--- config.mk ---
export PLATFORM = sky130hd
export DESIGN_NAME = audio_sample_fifo_out_flat
export DESIGN_NICKNAME = d
export VERILOG_FILES = /design/src/rtl/audio_sample_fifo_out_if.sv /design/src/rtl/audio_sample_fifo_out.sv /design/src/flat_wrapper.sv
export SDC_FILE = /design/constraint.sdc
export NUM_CORES = 1
export LEC_CHECK = 0
export ABC_AREA = 0
export CAP_MARGIN = 40
export CORE_MARGIN = 5
export CORE_UTILIZATION = 65
export CTS_BUF_LIST = sky130_fd_sc_hd__clkbuf_4 sky130_fd_sc_hd__clkbuf_8
export DETAILED_ROUTE_END_ITERATION = 7
export PLACE_DENSITY = 0.83
export SYNTH_ARGS = -nofsm -noshare
export SYNTH_HDL_FRONTEND = slang
export SYNTH_SLANG_ARGS = --single-unit
--- constraint.sdc ---
create_clock -name clk_audio -period 7.7 [get_ports clk_audio]
set_clock_uncertainty 0.05 [all_clocks]
set_input_delay 1.54 -clock clk_audio [delete_from_list [all_inputs] [get_ports clk_audio]]
set_output_delay 1.54 -clock clk_audio [all_outputs]
set_load 0.02 [all_outputs]
--- src/rtl/audio_sample_fifo_out_if.sv ---
// Write-side handshake bundle for audio_sample_fifo_out: frame, request and FIFO-not-full.
interface audio_sample_fifo_out_if #(
  parameter int AUDIO_BITS = 12,
  parameter int CHANNELS   = 2
);
  logic                           wreq;
  logic [CHANNELS*AUDIO_BITS-1:0] sample;
  logic                           ready;

  modport master (output wreq, output sample, input ready);
  modport slave  (input wreq, input sample, output ready);
endinterface

--- src/rtl/audio_sample_fifo_out.sv ---
// Multichannel PCM output stage: buffers system-side frames and releases one per
// sample period to the DSM inputs, with sticky underrun/overflow reporting.
module audio_sample_fifo_out #(
  parameter int AUDIO_BITS    = 12,
  parameter int CHANNELS      = 2,
  parameter int FIFO_DEPTH    = 8,
  parameter int PERIOD_BITS   = 12,
  parameter int MIDSCALE_IDLE = 0,
  parameter int UNDERRUN_HOLD = 0
) (
  input  logic                           clk_audio,
  input  logic                           aclr,
  audio_sample_fifo_out_if.slave         wr,
  input  logic                           status_clr,
  output logic [CHANNELS*AUDIO_BITS-1:0] pcm_out,
  output logic                           sample_tick,
  output logic [$clog2(FIFO_DEPTH):0]    level,
  output logic                           underrun,
  output logic                           overflow
);

  localparam int FW = CHANNELS * AUDIO_BITS;
  localparam int PW = $clog2(FIFO_DEPTH);
  localparam int LW = PW + 1;
  localparam logic [LW-1:0] DEPTH_L = LW'(FIFO_DEPTH);
  localparam logic [AUDIO_BITS-1:0] IDLE_SAMPLE =
    (MIDSCALE_IDLE != 0) ? {1'b1, {(AUDIO_BITS-1){1'b0}}} : '0;
  localparam logic [FW-1:0] IDLE_FRAME = {CHANNELS{IDLE_SAMPLE}};

  logic [PERIOD_BITS-1:0] period_cnt;
  logic [PW-1:0]          wr_ptr;
  logic [PW-1:0]          rd_ptr;
  logic [FW-1:0]          mem [FIFO_DEPTH];
  logic                   boundary;
  logic                   empty;
  logic                   push;
  logic                   pop;

  assign boundary = (period_cnt == '0);
  assign empty    = (level == '0);
  assign wr.ready = (level != DEPTH_L);
  // ready reflects the pre-edge count, so a full FIFO drops a write even when a pop frees a slot
  assign push     = wr.wreq && wr.ready;
  assign pop      = boundary && !empty;

  always_ff @(posedge clk_audio or posedge aclr) begin
    if (aclr) period_cnt <= '0;
    else      period_cnt <= period_cnt + PERIOD_BITS'(1);
  end

  // Storage carries no reset so it can map onto RAM; pointers and level define validity
  always_ff @(posedge clk_audio) begin
    if (push) mem[wr_ptr] <= wr.sample;
  end

  always_ff @(posedge clk_audio or posedge aclr) begin
    if (aclr) begin
      wr_ptr <= '0;
      rd_ptr <= '0;
      level  <= '0;
    end else begin
      if (push) wr_ptr <= wr_ptr + PW'(1);
      if (pop)  rd_ptr <= rd_ptr + PW'(1);
      case ({push, pop})
        2'b10:   level <= level + LW'(1);
        2'b01:   level <= level - LW'(1);
        default: level <= level;
      endcase
    end
  end

  always_ff @(posedge clk_audio or posedge aclr) begin
    if (aclr) begin
      pcm_out     <= IDLE_FRAME;
      sample_tick <= 1'b0;
    end else begin
      sample_tick <= boundary;
      if (pop)
        pcm_out <= mem[rd_ptr];
      else if (boundary && UNDERRUN_HOLD == 0)
        pcm_out <= IDLE_FRAME;
    end
  end

  // A set event on the same edge as status_clr leaves the flag set
  always_ff @(posedge clk_audio or posedge aclr) begin
    if (aclr) begin
      underrun <= 1'b0;
      overflow <= 1'b0;
    end else begin
      underrun <= (boundary && empty) || (underrun && !status_clr);
      overflow <= (wr.wreq && !wr.ready) || (overflow && !status_clr);
    end
  end

endmodule

--- src/flat_wrapper.sv ---
// flat-port wrapper written by rule: the top's interface ports become plain ports
module audio_sample_fifo_out_flat 
#(
  parameter int AUDIO_BITS    = 12,
  parameter int CHANNELS      = 2,
  parameter int FIFO_DEPTH    = 8,
  parameter int PERIOD_BITS   = 12,
  parameter int MIDSCALE_IDLE = 0,
  parameter int UNDERRUN_HOLD = 0
)
  (clk_audio, aclr, status_clr, pcm_out, sample_tick, level, underrun, overflow, wr_wreq, wr_sample, wr_ready);
  audio_sample_fifo_out_if #(.AUDIO_BITS(AUDIO_BITS), .CHANNELS(CHANNELS)) wr_i ();
  input  logic clk_audio;
  input  logic aclr;
  input  logic status_clr;
  output logic [CHANNELS*AUDIO_BITS-1:0] pcm_out;
  output logic sample_tick;
  output logic [$clog2(FIFO_DEPTH):0] level;
  output logic underrun;
  output logic overflow;
  input wire logic [$bits(wr_i.wreq)-1:0] wr_wreq;
  input wire logic [$bits(wr_i.sample)-1:0] wr_sample;
  output wire logic [$bits(wr_i.ready)-1:0] wr_ready;
  assign wr_i.wreq = wr_wreq;
  assign wr_i.sample = wr_sample;
  assign wr_ready = wr_i.ready;
  audio_sample_fifo_out #(.AUDIO_BITS(AUDIO_BITS), .CHANNELS(CHANNELS), .FIFO_DEPTH(FIFO_DEPTH), .PERIOD_BITS(PERIOD_BITS), .MIDSCALE_IDLE(MIDSCALE_IDLE), .UNDERRUN_HOLD(UNDERRUN_HOLD)) u_core (.clk_audio(clk_audio), .aclr(aclr), .wr(wr_i), .status_clr(status_clr), .pcm_out(pcm_out), .sample_tick(sample_tick), .level(level), .underrun(underrun), .overflow(overflow));
endmodule
==> impl_metrics.yaml, run 1 <==
outcome:
  status: "completed"
global_route:
  grt_start_max_net_pins: 50
  gr-usage-all-layers_pct: 21.87
  first_global_vias: 4891
  grt_antenna_before_repair: 0
  grt_overflow_total: 0
  grt_first_pass_wirelength_um: 27350
sta:
  final_max_slew_viol_count: 0
  rsz_0062_raised_after_global_routing: "no"
  worst_slew_pin_slew_ps: 944.8
  setup-violations-final: 0
  slew_headroom_pct: 36.87
  finalHoldViolations: 0
  final.period_utilization_pct: 50.42
  fin_setup_tns_ps: 0
  fmax_mhz: 257.6
  period_minus_slack_ps: 3882
synth:
  ys_seq_elements: 241
  synth.yosys.warnings: 0
  syn_area_per_cell_um2: 20.77
  syn-cell-area_mm2: 0.009264
  post-synth-top-area-fraction_pct: 62.24
  yosysTopAreaCell: "edfxtp_1"
  post_synthesis_cell_type_count: 32
  synth_nets: 481
  synth.area.top_cells: "edfxtp_1, dfrtp_1, mux4_2"
  synthesis.instances: 446
  synth-seq-area-share_pct: 75.47
detailed_routing:
  drt_iter0_markers: 241
  remaining_drc_errors: 0
  routedWlPerCell_um: 23.05
  detail-route-antenna-nets: 0
  detail_route.first_pass.iterations: 5
  dr_vias_cell: 6.016
  route.final.wire_length_um: 17220
  total_number_of_vias: 4494
layout:
  post_route_cells_drive_above_1_share_pct: 28.57
  num-nets-final: 571
  final_design_area_no_fill_mm2: 0.01089
  finish.cell_count_without_fillers: 747
  mostFrequentLayoutCell: "edfxtp_1"
  antennaDiodeCount: 0
  final_cell_mix: "edfxtp_1, clkdlybuf4s50_1, mux4_2, dfrtp_1, clkbuf_8"
  synthToLayoutAreaGrowth_pct: 17.58
  utilization_pct: 78.17
floorplanning:
  rows: 43
  floorplan.initialDensity_pct: 66.48
  core_area_mm2: 0.01393
  fp.dieArea_mm2: 0.01674
  dieHeight_um: 129.4
  die_x_um: 129.4
  i_o_pin_count: 60
run:
  drv.max_cap_violation_count: 0
placement:
  buffer_ports.inserted: 59
  dpl_cell_area_mm2: 0.01009
  placed_cells: 674
  weighted_congestion_at_the_end_of_routability_driven_global_placement: 0.7429
  dp_hpwl_um: 10130
cts:
  clock_sinks: 241
  post_cts.repair.setup_buffers: 0
  worst_setup_hold_path_clk_slew_ps: 60
  ctsLongestPathBuffers: 3
  cts-root-buf: "clkbuf_8"
  hold_buffers_post_cts: 0
  cts_htree_levels: 2
  clock_latency_ps: 520
  cts-buffers-inserted: 40
  cts_repair_resize_count: 0
  tritoncts_clock_tree: "yes"
min_path:
  hold_depth: 1
  hold_path.class: "reg -> reg"
worst_setup_path:
  critical_path_buf_inv_count: 1
  top_fanout_value_on_the_critical_path: 7
  cpPeakStageDelay_ps: 750
  worst-path-stages: 2
  critPathRequiredTime_ps: 6110
  worst-r2r-cell-count: 12
  path_cells: "or4b_2 > clkdlybuf4s50_1"
  cp-end-kind: "output port"
  critPathSlowestCell: "or4b_2"
  worst_setup_path_start_kind: "register"
  timing.setup.critical_path_class: "reg -> out"
  critical-path-top-delay-family: "simple AND/OR/NAND/NOR gates"
  cp_data_arrival_time_ps: 2290
power_and_ir_drop:
  cellPowerDensity_mw_per_mm2: 280.0
  static-leakage-power_nw: 3.749
  ir_worst_vdd_mv: 0.1895
-- logic make-up (layout without fill, tap and decap cells) --
family | after synthesis | in the layout | share of synthesized area, %
xor+xnor | 18 | 18 | 1.702
compound gates | 30 | 30 | 2.674
simple gates | 48 | 48 | 2.580
mux | 74 | 74 | 14.83
flops | 241 | 241 | 75.47
buf+inv | 28 | 149 | 1.796
fa+ha+maj | 7 | 7 | 0.9454
-- worst reg2reg max path, cell delays in order (launching register included) --
cell	delay, ps
dfrtp_1	400
inv_1	80
ha_1	160
nor4b_1	230
nand3_1	120
buf_4	270
inv_2	130
and2_1	160
buf_4	360
ha_1	380
nor3b_1	250
a32oi_1	100
xnor2_1	140
-- cell type report --
class,count,area (um2)
Clock buffer,58,723.2
Clock inverter,15,77.57
Fill cell,715,3042
Inverter,9,33.78
Multi-Input combinational cell,177,2161
Sequential cell,241,6997
Tap cell,180,225.2
Timing Repair Buffer,67,675.6
-- cells in the mapped netlist --
cell type / count
ha_1: 7
nor4b_1: 1
nand4_1: 2
nor3_1: 4
xnor2_1: 10
or4b_2: 1
inv_2: 1
mux4_2: 48
nor3b_1: 1
xor2_1: 8
mux2_2: 26
dfrtp_1: 49
a22o_1: 24
nand2_1: 12
or4_1: 1
and2_1: 2
a21oi_1: 1
nand3_1: 6
o21ai_0: 1
and4_1: 1
buf_6: 2
nand2b_1: 4
inv_1: 8
clkbuf_1: 8
edfxtp_1: 192
nor4_1: 1
buf_2: 5
buf_4: 2
nor2_1: 12
o22ai_1: 3
a32oi_1: 1
buf_12: 2
-- final timing paths --
check	slack (ps)	startpoint	to
worst max register to register	4780	u_core.period_cnt[0]$_DFF_PP0_	u_core.level[3]$_DFFE_PP0P_
worst min register to register	430	u_core.period_cnt[11]$_DFF_PP0_	u_core.period_cnt[11]$_DFF_PP0_
max in group asynchronous	5690	aclr	u_core.period_cnt[9]$_DFF_PP0_
worst max-delay path	3820	u_core.level[0]$_DFFE_PP0P_	wr_ready
min in group asynchronous	1360	aclr	u_core.level[3]$_DFFE_PP0P_
worst min-delay path	430	u_core.period_cnt[11]$_DFF_PP0_	u_core.period_cnt[11]$_DFF_PP0_
-- per-stage QoR --
| stage | setup WS, ps | hold WS [ps] | power, mW |
|---|---|---|---|
| 6_report | 3818 | 430.5 | 3.051 |
| 5_1_grt | 3743 | 448.1 | 3.174 |
| 4_1_cts | 3787 | 430.7 | 3.080 |
| 3_5_place_dp | 3849 | 420.0 | 1.990 |
| 3_3_place_gp | 3894 | 412.5 | 1.957 |
| 2_1_floorplan | 3695 | 391.9 | 1.829 |
-- sequential cells by signal, indices dropped and copies added (netlist names) --
| signal | count |
|---|---|
| u_core.pcm_out | 24 |
| u_core.wr_ptr | 3 |
| u_core.period_cnt | 12 |
| u_core.overflow | 1 |
| u_core.sample_tick | 1 |
| u_core.mem | 192 |
| u_core.rd_ptr | 3 |
| u_core.underrun | 1 |
| u_core.level | 4 |
-- routing by layer --
layer	vias to the layer above	global-route usage (%)	part of all wire (%)
li1	1998	-	-
met1	2344	29.01	40
met2	131	37.07	53
met3	21	4.204	5.4
met4	0	7.474	1.7
met5	-	0	0
-- power breakdown --
group | switching, mW | internal (mW)
sequential | 0.0654 | 1.58
clock | 0.478 | 0.608
combinational | 0.196 | 0.124
Power figures use the tool's default switching activity.
==> run 2: changes to the inputs <==
CORE_UTILIZATION = 55   (was 65)
PLACE_DENSITY = 0.75   (was 0.83)
clock period = 3.3 ns   (was 7.7 ns; I/O delays follow)
==> impl_metrics.yaml, run 2 (synthesis results as in run 1) <==
power_and_ir_drop:
  power.share.switching_pct: 24.04
  static-leakage-power_nw: 3.785
  cellInternalPower_mw: 5.362
  combinationalPowerShare_pct: 11.1
  power_mw: 7.059
  net-switching-power_mw: 1.697
  cellPowerDensity_mw_per_mm2: 641.6
  ir_worst_vdd_mv: 0.3796
  power.share.clock_pct: 34.7
  p_seq_share_pct: 54.1
detailed_routing:
  drt_iter0_markers: 228
  wl_met1_um: 7271
  top_layer_used: "met4"
  routedWlPerCell_um: 21.14
  met2RoutedLength_um: 8375
  detail-route-antenna-nets: 0
  dr_vias_cell: 5.677
  route.final.wire_length_um: 16740
  total_number_of_vias: 4496
  detailroute.wirelength.met3_um: 732
  detail_route.first_pass.iterations: 4
  remaining_drc_errors: 0
layout:
  fill_cells: 1145
  num-nets-final: 579
  largestRegisters: "u_core.mem: 192 flops, u_core.pcm_out: 24 flops, u_core.period_cnt: 12 flops"
  synthToLayoutAreaGrowth_pct: 18.76
  final_design_area_no_fill_mm2: 0.01100
  antennaDiodeCount: 0
  final_cell_mix: "edfxtp_1, clkdlybuf4s50_1, mux4_2, dfrtp_1, clkbuf_8"
  max_flop_register: "u_core.mem"
  mostFrequentLayoutCell: "edfxtp_1"
  post_route_cells_drive_above_1_share_pct: 29.37
  largest_register_ffs: 192
sta:
  period_minus_slack_ps: 2947
  final.period_utilization_pct: 89.29
  rsz_0062_raised_after_global_routing: "no"
  setup-violations-final: 0
  fin_setup_tns_ps: 0
  slew_headroom_pct: 55.20
  hold_ws_ps: 427.2
  final_max_slew_viol_count: 0
  finalHoldViolations: 0
  worst_slew_pin_slew_ps: 671.0
  fmax_mhz: 339.4
  post-route-worst-setup-slack_ps: 353.4
cts:
  cts_htree_levels: 2
  cts-buffers-inserted: 38
  cts_repair_resize_count: 0
  cts-root-buf: "clkbuf_8"
  tritoncts_clock_tree: "yes"
  clock_sinks: 241
  ctsLongestPathBuffers: 3
  worst_setup_hold_path_clk_slew_ps: 60
  hold_buffers_post_cts: 0
  clock_latency_ps: 520
  post_cts.repair.setup_buffers: 0
floorplanning:
  rows: 47
  floorplan.initialDensity_pct: 55.86
  dieHeight_um: 139.8
  core_area_mm2: 0.01658
  i_o_pin_count: 60
  fp.dieArea_mm2: 0.01954
  die_x_um: 139.8
global_route:
  grt_overflow_total: 0
  grt_first_pass_wirelength_um: 26880
  grt_antenna_before_repair: 0
  first_global_vias: 4901
  grt_start_max_net_pins: 33
  gr-usage-all-layers_pct: 17.82
worst_setup_path:
  critPathRequiredTime_ps: 2590
  cp_data_arrival_time_ps: 2240
  timing.setup.critical_path_class: "reg -> out"
  cp-end-kind: "output port"
  top_fanout_value_on_the_critical_path: 7
  worst_setup_path_start_kind: "register"
placement:
  dp_slack_ps: 472.4
  dp_hpwl_um: 9906
  dpl_cell_area_mm2: 0.01024
  buffer_ports.inserted: 59
  weighted_congestion_at_the_end_of_routability_driven_global_placement: 0.7392
run:
  drv.max_cap_violation_count: 0
min_path:
  hold_path.class: "reg -> reg"
outcome:
  status: "completed"
==> run 2: power groups by stage <==
stage | registers, mW | clock network, mW | logic (mW)
2_1_floorplan | 3.87 | 0 | 0.394
3_3_place_gp | 3.85 | 0 | 0.776
3_5_place_dp | 3.88 | 0 | 0.799
4_1_cts | 3.82 | 2.52 | 0.803
5_1_grt | 3.85 | 2.67 | 0.845
6_report | 3.82 | 2.45 | 0.786
==> run 2: worst paths after layout <==
check	end	startpoint	slack, ps	cells past startpoint
max in group asynchronous	u_core.pcm_out[17]$_DFFE_PP0P_	aclr	1930	3
worst max-delay path	wr_ready	u_core.level[0]$_DFFE_PP0P_	350	2
worst min register to register	u_core.period_cnt[0]$_DFF_PP0_	u_core.period_cnt[0]$_DFF_PP0_	430	1
worst min-delay path	u_core.period_cnt[0]$_DFF_PP0_	u_core.period_cnt[0]$_DFF_PP0_	430	1
min in group asynchronous	u_core.rd_ptr[1]$_DFFE_PP0P_	aclr	520	2
worst max register to register	u_core.level[2]$_DFFE_PP0P_	u_core.level[0]$_DFFE_PP0P_	430	10
==> run 2: cell type report <==
cell class / instances / area [um2] / share of cell area [%]
Sequential cell: 241 / 6997 / 63.60
Clock buffer: 56 / 701.9 / 6.380
Multi-Input combinational cell: 177 / 2167 / 19.70
Inverter: 9 / 33.78 / 0.3071
Tap cell: 220 / 275.3 / 2.502
Timing Repair Buffer: 77 / 770.7 / 7.006
Clock inverter: 12 / 56.30 / 0.5118
==> run 2: stage by stage <==
stage,utilization [%],instances
final,66.34,792
after global routing,66.34,792
after CTS,66.34,792
after detailed placement,61.77,724
after global placement,61.68,723
after floorplan,-,446
==> run 2: metal layers <==
| metal | vias up | GRT usage, % |
|---|---|---|
| met2 | 100 | 28.97 |
| met3 | 29 | 3.671 |
| met1 | 2359 | 24.44 |
| li1 | 2008 | - |
| met5 | - | 0 |
| met4 | 0 | 6.068 |
==> run 2: worst max-delay path: stages, from the launching register on <==
cell	delay (ps)
dfrtp_1	450
or4b_2	720
clkdlybuf4s50_1	570
